<file path="src/rtl/fifo_wr_sched_pkg.sv">
// rtl/fifo_wr_sched_pkg.sv - shared defaults and state encoding for the ADC FIFO write scheduler
package fifo_wr_sched_pkg;

    localparam int DEF_NUM_CH = 4;
    localparam int DEF_DW     = 16;
    localparam int DEF_TO_CYC = 255;
    localparam int TMR_W      = 8;

    typedef enum logic [4:0] {
        S_IDLE  = 5'b00001,
        S_SCAN  = 5'b00010,
        S_WAITD = 5'b00100,
        S_REL   = 5'b01000,
        S_DONE  = 5'b10000
    } state_t;

endpackage

</file>
<file path="src/rtl/fifo_wr_sched.sv">
// rtl/fifo_wr_sched.sv - serialises per-channel ADC writers onto one shared FIFO pair
module fifo_wr_sched
    import fifo_wr_sched_pkg::*;
#(
    parameter int NUM_CH = DEF_NUM_CH,
    parameter int DW     = DEF_DW,
    parameter int TO_CYC = DEF_TO_CYC
) (
    input  logic                 clk,
    input  logic                 rst,
    input  logic                 frame_start,
    input  logic [NUM_CH-1:0]    ch_mask,
    output logic [NUM_CH-1:0]    ch_fs,
    input  logic [NUM_CH-1:0]    ch_fd,
    input  logic [2*NUM_CH-1:0]  ch_txen,
    input  logic [NUM_CH*DW-1:0] ch_txd,
    output logic [1:0]           fifo_txen,
    output logic [DW-1:0]        fifo_txd,
    output logic                 busy,
    output logic                 frame_done,
    output logic [NUM_CH-1:0]    to_err,
    output logic                 overrun,
    input  logic                 err_clr
);

    localparam int IW = (NUM_CH > 1) ? $clog2(NUM_CH) : 1;
    localparam logic [TMR_W-1:0] TO_LAST = TMR_W'(TO_CYC - 1);

    state_t             r_state, w_state_nx;
    logic [NUM_CH-1:0]  r_pend, w_pend_nx;
    logic [IW-1:0]      r_ch_idx, w_ch_idx_nx, w_pick;
    logic [TMR_W-1:0]   r_timer, w_timer_nx, w_timer_inc;
    logic [NUM_CH-1:0]  r_to_err, w_to_err_set, w_sel_oh;
    logic               r_overrun;
    logic               w_fd_sel, w_tmo, w_mux_en;

    always_comb begin
        w_pick = '0;
        for (int i = NUM_CH - 1; i >= 0; i--) begin
            if (r_pend[i]) w_pick = IW'(i);
        end
    end

    always_comb begin
        w_sel_oh = '0;
        for (int i = 0; i < NUM_CH; i++) begin
            w_sel_oh[i] = (r_ch_idx == IW'(i));
        end
    end

    assign w_fd_sel    = |(ch_fd & w_sel_oh);
    assign w_tmo       = (r_timer == TO_LAST);
    assign w_timer_inc = (r_timer == {TMR_W{1'b1}}) ? r_timer : r_timer + TMR_W'(1);

    always_comb begin
        w_state_nx   = r_state;
        w_pend_nx    = r_pend;
        w_ch_idx_nx  = r_ch_idx;
        w_timer_nx   = r_timer;
        w_to_err_set = '0;
        case (r_state)
            S_IDLE: begin
                if (frame_start) begin
                    w_pend_nx  = ch_mask;
                    w_state_nx = S_SCAN;
                end
            end
            S_SCAN: begin
                if (|r_pend) begin
                    w_ch_idx_nx = w_pick;
                    // x & (x-1) clears exactly the lowest set bit, matching w_pick
                    w_pend_nx   = r_pend & (r_pend - NUM_CH'(1));
                    w_timer_nx  = '0;
                    w_state_nx  = S_WAITD;
                end else begin
                    w_state_nx = S_DONE;
                end
            end
            S_WAITD: begin
                w_timer_nx = w_timer_inc;
                if (w_fd_sel) begin
                    w_timer_nx = '0;
                    w_state_nx = S_REL;
                end else if (w_tmo) begin
                    w_to_err_set = w_sel_oh;
                    w_timer_nx   = '0;
                    w_state_nx   = S_REL;
                end
            end
            S_REL: begin
                w_timer_nx = w_timer_inc;
                if (!w_fd_sel) begin
                    w_state_nx = S_SCAN;
                end else if (w_tmo) begin
                    w_to_err_set = w_sel_oh;
                    w_state_nx   = S_SCAN;
                end
            end
            S_DONE:  w_state_nx = S_IDLE;
            default: w_state_nx = S_IDLE;
        endcase
    end

    always_ff @(posedge clk or posedge rst) begin
        if (rst) begin
            r_state   <= S_IDLE;
            r_pend    <= '0;
            r_ch_idx  <= '0;
            r_timer   <= '0;
            r_to_err  <= '0;
            r_overrun <= 1'b0;
        end else begin
            r_state  <= w_state_nx;
            r_pend   <= w_pend_nx;
            r_ch_idx <= w_ch_idx_nx;
            r_timer  <= w_timer_nx;
            if (err_clr) begin
                r_to_err  <= '0;
                r_overrun <= 1'b0;
            end else begin
                r_to_err <= r_to_err | w_to_err_set;
                if (frame_start && (r_state != S_IDLE)) r_overrun <= 1'b1;
            end
        end
    end

    assign w_mux_en = (r_state == S_WAITD) || (r_state == S_REL);

    always_comb begin
        fifo_txen = '0;
        fifo_txd  = '0;
        if (w_mux_en) begin
            for (int i = 0; i < NUM_CH; i++) begin
                if (w_sel_oh[i]) begin
                    fifo_txen = ch_txen[2*i +: 2];
                    fifo_txd  = ch_txd[DW*i +: DW];
                end
            end
        end
    end

    assign ch_fs      = (r_state == S_WAITD) ? w_sel_oh : '0;
    assign busy       = (r_state != S_IDLE);
    assign frame_done = (r_state == S_DONE);
    assign to_err     = r_to_err;
    assign overrun    = r_overrun;

endmodule
</file>
<file path="config.mk">
export PLATFORM = sky130hd
export DESIGN_NAME = fifo_wr_sched
export DESIGN_NICKNAME = d
export VERILOG_FILES = /design/src/rtl/fifo_wr_sched_pkg.sv /design/src/rtl/fifo_wr_sched.sv
export SDC_FILE = /design/constraint.sdc
export NUM_CORES = 1
export LEC_CHECK = 0
export BUFFER_PORTS_ARGS = -buffer_cell sky130_fd_sc_hd__buf_2
export CAP_MARGIN = 40
export CORE_ASPECT_RATIO = 1.25
export CORE_MARGIN = 10
export CORE_UTILIZATION = 40
export CTS_BUF_LIST = sky130_fd_sc_hd__clkbuf_2
export DETAILED_ROUTE_END_ITERATION = 7
export PLACE_DENSITY = 0.78
export SYNTH_ARGS = -nofsm -noshare
export SYNTH_HDL_FRONTEND = slang
export SYNTH_SLANG_ARGS = --single-unit
</file>
<file path="constraint.sdc">
create_clock -name clk -period 1.6 [get_ports clk]
set_input_delay 0.08 -clock clk [delete_from_list [all_inputs] [get_ports clk]]
set_output_delay 0.08 -clock clk [all_outputs]
set_load 0.01 [all_outputs]
</file>
==> impl_metrics.yaml, run 1 <==
clock_network:
  cts_inserted_buffers: 3
  clock-root-buffer: "clkbuf_2"
  insertion_delay_ns: 0.33
  cts_tree: "yes"
  clkSinkCount: 24
  clk_pin_slew_ns: 0.24
  htreeDepth: 1
  cts_max_path_buffers: 2
route:
  avgViaCountPerCell: 6.135
  vias: 2497
  wl_um: 9920
  detail-route-antenna-nets: 0
  first_pass_iters: 5
  drt_first_iter_violations: 194
  drc: 0
  avgRoutedWirePerCell_um: 24.37
timing:
  fin_ws_ns: -0.3870
  grt_setup_unrepaired: "yes"
  slew_viol_final: 0
  hold_viol: 0
  fin_skew_ns: 0.01152
  worstMarginPinSlew_ns: 0.3193
  hold_slack_ns: 0.04472
  slew_headroom: 0.7871
  fin_crit_sh: 1.242
  fmax_mhz: 503.3
  layout_min_cycle_time_ns: 1.987
  setup_violations: 47
worst_setup_path:
  cp_slowest_cell: "mux4_2"
  cp_cell_sequence: "buf_4 > buf_12 > mux4_2 > and3_4 > buf_2"
  cp_top_family: "multiplexers"
  r2r_end: "r_timer[6]"
  r2r_start: "r_ch_idx[0]"
  crit_buf_inv: 3
  rrSetupSlack_ns: -0.39
  crit_type: "reg2out"
  rr_worst_depth: 7
  critPathMaxStageDelay_ns: 0.53
  cp.required_ns: 1.52
  worstSetupEndpointType: "output port"
  crit_path_start_kind: "flip-flop"
  critical_path.max_fanout: 5
  arrival_ns: 1.91
final_layout:
  nNetsFinal: 435
  final_cell_mix: "buf_2, buf_4, buf_6"
  fill_cells: 312
  final_common_cell: "buf_2"
  area_growth_pct: 77.75
  fin_cells: 407
  drive_gt1_frac: 0.6552
  fin_area_um2: 3298
yosys:
  synth_cell_types: 34
  ys_ff_latch: 24
  synth_ff_type: "dfrtp_1"
  syn_nets: 268
  syn_area_per_cell_um2: 10.20
  seq_area_frac_synth: 0.3243
  synth_area_um2: 1856
  yosys_warnings: 0
  syn_inst: 182
  synth_edf_count: 0
  synthArstFlopShare: 1.000
power_and_ir_drop:
  powerDensity_nw_per_um2: 1382
  leakage_nw: 1.654
  irDropWorstVdd_mv: 0.6940
run_status:
  status: "finished, violations left"
  violations: "setup timing"
global_route:
  antenna_found_initial: 1
  grt_max_degree: 25
  grt_use_total: 0.2095
  overflow: 0
  grt_pass1_vias: 2432
  grt_pass1_wl_um: 12730
placed_design:
  place_area_um2: 2716
  port_buffers: 112
  gp_congestion: 0.9608
  dpl.cell_count: 376
  dp_hpwl_um: 6069
floorplan:
  die_area_um2: 7780
  rows: 27
  initial_utilization: 0.4161
  die_y_um: 96.15
  die_x_um: 80.92
  io_pins: 113
  coreArea_um2: 4459
min_path:
  hold_class: "in2reg"
  whs_endpoint: "overrun"
  hp-start: "frame_start"
  holdPathStages: 3
run:
  maxCapViolCount: 0
==> worst reg2reg max path: stages (launching register included) <==
cell and delay, ns:
dfrtp_2 0.46, buf_6 0.13, buf_6 0.09, mux4_2 0.57
a31oi_4 0.25, a21o_4 0.20, a41oi_2 0.11, a21oi_1 0.13
==> what timing repair did <==
action	CTS	global route
hold buffers	6	0
hold endpoints to repair	28	0
resized for setup	54	25
buffers inserted	11	6
pin swaps	21	10
setup endpoints to repair	42	45
gates cloned	3	1
==> power by group <==
group | internal, mW | total (mW) | switching [mW]
Sequential | 0.741 | 0.861 | 0.120
Clock | 0.0544 | 0.237 | 0.183
Combinational | 1.89 | 3.46 | 1.57
Total | 2.69 | 4.56 | 1.87
==> sequential cells by signal (all words and copies together), names as in the netlist <==
name	count
r_state	5
to_err	4
overrun	1
r_ch_idx	2
r_pend	4
r_timer	8
==> cells by family after synthesis <==
group	count (synthesis)	share of synthesized area
buffers and inverters	21	0.05125
AND/OR/NAND/NOR	71	0.2023
XOR/XNOR	1	0.004721
multiplexers	19	0.2306
AO/OA/AOI/OAI	44	0.1733
flip-flops	24	0.3243
adder cells (fa/ha/maj)	2	0.01348
==> Yosys cell counts (2+ instances only) <==
cell type,number,area share
a21oi_1,8,0.022
a22o_1,7,0.033
a32o_1,4,0.022
a41oi_1,2,0.0094
and2_1,2,0.0067
and3_1,25,0.084
buf_6,2,0.012
clkbuf_1,10,0.020
dfrtp_1,23,0.31
ha_1,2,0.013
inv_1,8,0.016
mux4_2,19,0.23
nand2_1,13,0.026
nand3_1,6,0.016
nand3b_1,3,0.012
nor2_1,12,0.024
nor2b_1,2,0.0067
nor3_1,5,0.013
o21ai_0,12,0.032
o22a_1,2,0.0094
o2bb2ai_1,2,0.0094
==> layout make-up <==
class,instances,area (µm²),area share
clock buffers,3,15.01,0.004552
clock inverters,1,3.754,0.001138
repair buffers,174,1219,0.3695
well taps,58,72.57,0.02200
diodes,1,2.502,0.0007587
multi-input cells,138,1351,0.4097
flip-flops and latches,24,604.3,0.1832
inverters,8,30.03,0.009105
==> metrics by stage <==
stage	power, mW	utilization	setup TNS, ns	setup slack (ns)
3_3_place_gp	2.986	0.6091	-1.224	-0.07221
5_1_grt	4.760	0.7396	-15.50	-0.4486
6_report	4.557	0.7396	-13.14	-0.3870
3_5_place_dp	3.063	0.6091	-4.285	-0.2541
2_1_floorplan	2.284	-	-0.7947	-0.1129
4_1_cts	4.070	0.7065	-9.574	-0.3082
==> layer usage <==
| layer | vias up | part of all wire | track usage |
|---|---|---|---|
| li1 | 1040 | - | - |
| met1 | 1197 | 0.33 | 0.2196 |
| met2 | 217 | 0.51 | 0.3989 |
| met3 | 43 | 0.11 | 0.04664 |
| met4 | 0 | 0.047 | 0.06936 |
| met5 | - | 0 | 0 |
==> worst max-delay path by stage <==
stage / slack, ns / end / from / cells after the start
after floorplan: -0.11 / r_timer[6] / r_ch_idx[0] / 7
after CTS: -0.31 / r_timer[3] / r_ch_idx[0] / 7
after global placement: -0.07 / fifo_txd[6] / r_ch_idx[0] / 4
final: -0.39 / fifo_txd[12] / r_ch_idx[0] / 5
after detailed placement: -0.25 / to_err[0] / r_state[1] / 6
after global routing: -0.45 / fifo_txd[12] / r_ch_idx[0] / 5
(Power assumes the default switching activity.)
==> run 2, diff against run 1 <==
--- a/config.mk
+++ b/config.mk
@@ -12,7 +12,7 @@
 export CORE_UTILIZATION = 40
 export CTS_BUF_LIST = sky130_fd_sc_hd__clkbuf_2
 export DETAILED_ROUTE_END_ITERATION = 7
-export PLACE_DENSITY = 0.78
+export PLACE_DENSITY = 0.89
 export SYNTH_ARGS = -nofsm -noshare
 export SYNTH_HDL_FRONTEND = slang
 export SYNTH_SLANG_ARGS = --single-unit
==> run 2 against run 1 <==
Net effect: the flow still finishes with violations (setup timing); die area did not move; core utilization rose by 2.6 points; critical path depth rose by 1; hold slack got worse by 0.035 ns; non-clock buffer count fell by 2; sequential share of layout area fell by 0.59 points; clock power rose by 9.3%; global-route usage rose by 4.4 points; first-iteration DRC count rose to 2.5 times the previous value; total power rose by 3.2%; routed wire length rose by 19%; highest routed layer unchanged.
==> impl_metrics.yaml, run 2 (synthesis gave the netlist of run 1 again) <==
run_status:
  status: "finished, violations left"
  violations: "setup timing"
timing:
  worstMarginPinSlew_ns: 0.3172
  setup_violations: 47
  fin_crit_sh: 1.273
  fin_ws_ns: -0.4361
  slew_viol_final: 0
  layout_min_cycle_time_ns: 2.036
  fmax_mhz: 491.1
  slew_headroom: 0.7885
  setup_tns_ns: -15.21
  fin_skew_ns: 0.02566
  hold_viol: 0
  hold_slack_ns: 0.01014
  grt_setup_unrepaired: "yes"
power_and_ir_drop:
  switching_power_mw: 2.077
  leakage_nw: 1.635
  powerDensity_nw_per_um2: 1377
  intPower_mw: 2.625
  sw_frac_of_total: 0.4417
  pwr-share-seq: 0.195
  p_clk_frac: 0.055
  combPwrFrac: 0.750
  irDropWorstVdd_mv: 0.5898
worst_setup_path:
  critical_path.max_fanout: 6
  crit_type: "reg2reg"
  cp.required_ns: 1.94
  arrival_ns: 2.37
  worstSetupEndpointType: "flip-flop"
  crit_path_start_kind: "flip-flop"
min_path:
  hold_class: "in2reg"
final_layout:
  final_cell_mix: "buf_2, buf_6, buf_4"
  multi_input_area_um2: 1434
  fin_cells: 406
  largest_reg_flops: 8
  seqCellArea_um2: 605.6
  nNetsFinal: 433
  largest_register: "r_timer"
  final_common_cell: "buf_2"
  reg_top3: "r_timer: 8 flops, r_state: 5 flops"
  fill_cells: 234
  drive_gt1_frac: 0.6908
  fin_area_um2: 3415
  area_growth_pct: 84.02
clock_network:
  cts_tree: "yes"
  clock-root-buffer: "clkbuf_2"
  cts_inserted_buffers: 3
  clkSinkCount: 24
  cts_max_path_buffers: 2
  clk_pin_slew_ns: 0.25
  insertion_delay_ns: 0.40
  htreeDepth: 1
placed_design:
  place_area_um2: 2701
  port_buffers: 112
  dp_hpwl_um: 6260
  dpl.cell_count: 374
  gp_congestion: 0.9782
route:
  wl_um: 11850
  drc: 0
  avgRoutedWirePerCell_um: 29.19
  drt_first_iter_violations: 493
  first_pass_iters: 8
  vias: 2741
  detail-route-antenna-nets: 0
  avgViaCountPerCell: 6.751
global_route:
  antenna_found_initial: 2
  grt_pass1_wl_um: 15000
  overflow: 0
  grt_use_total: 0.2540
  grt_max_degree: 25
  grt_pass1_vias: 2588
floorplan:
  io_pins: 113
  die_area_um2: 7780
  initial_utilization: 0.4161
  die_y_um: 96.15
  die_x_um: 80.92
  rows: 27
  coreArea_um2: 4459
run:
  maxCapViolCount: 0
-- run 2: cell types whose count changed in the layout (fill, tap and decap cells not counted), moves of 2 or more --
cell,change
and3_4,+6
buf_6,+16
nor2_1,-2
nand2_1,-3
and3_1,-6
buf_4,-3
buf_2,-12
nand2_2,+2
-- run 2: through the flow --
stage          utilization  power (mW)  setup slack [ns]
6_report            0.7657       4.702           -0.4361
5_1_grt             0.7652       4.846           -0.4717
4_1_cts             0.7132       4.037           -0.3833
3_5_place_dp        0.6058       3.071           -0.1552
3_3_place_gp        0.6058       2.994          -0.07777
2_1_floorplan            -       2.284           -0.1129
-- run 2: worst max-delay path, stage by stage (launching register included) --
cell and delay (ns):
dfrtp_2 0.53, buf_4 0.15, mux4_2 0.54, a31oi_4 0.29, a21o_4 0.21, a22o_1 0.14, a22o_1 0.12
-- run 2: area by class of cell --
class | instances | share of cell area
timing repair buffer | 172 | 0.3657
antenna | 2 | 0.001466
tap | 58 | 0.02125
sequential | 24 | 0.1774
inverter | 8 | 0.008794
clock inverter | 1 | 0.001099
multi-input combinational | 138 | 0.4199
clock buffer | 3 | 0.004397
-- run 2: power groups by stage --
stage | Clock (mW) | Sequential, mW | Combinational [mW]
final | 0.259 | 0.917 | 3.53
after global routing | 0.270 | 0.921 | 3.65
after floorplan | 0 | 0.841 | 1.44
after CTS | 0.244 | 0.859 | 2.93
after global placement | 0 | 0.831 | 2.16
after detailed placement | 0 | 0.840 | 2.23
-- run 2: what timing repair did --
action,CTS,global route
endpoints found under the hold margin,28,0
pin swaps,20,15
endpoints found under the setup margin,38,46
setup buffers,12,9
resized for setup,56,59
gates cloned,3,0
hold buffers,6,0
-- run 2: layer usage --
| layer | vias up | track usage | part of all wire |
|---|---|---|---|
| met5 | - | 0 | 0 |
| met4 | 0 | 0.1286 | 0.065 |
| met3 | 97 | 0.07929 | 0.16 |
| met2 | 341 | 0.4355 | 0.46 |
| met1 | 1265 | 0.2758 | 0.32 |
| li1 | 1038 | - | - |
-- run 2: worst paths after layout --
kind	from	endpoint	slack [ns]	cells past startpoint
min reg2reg	overrun	overrun	0.55	2
min	frame_start	overrun	0.01	3
min in group asynchronous	rst	r_state[3]	0.23	4
max	r_ch_idx[0]	r_timer[3]	-0.44	6
max reg2reg	r_ch_idx[0]	r_timer[3]	-0.44	6
max in group asynchronous	rst	r_state[0]	1.06	4
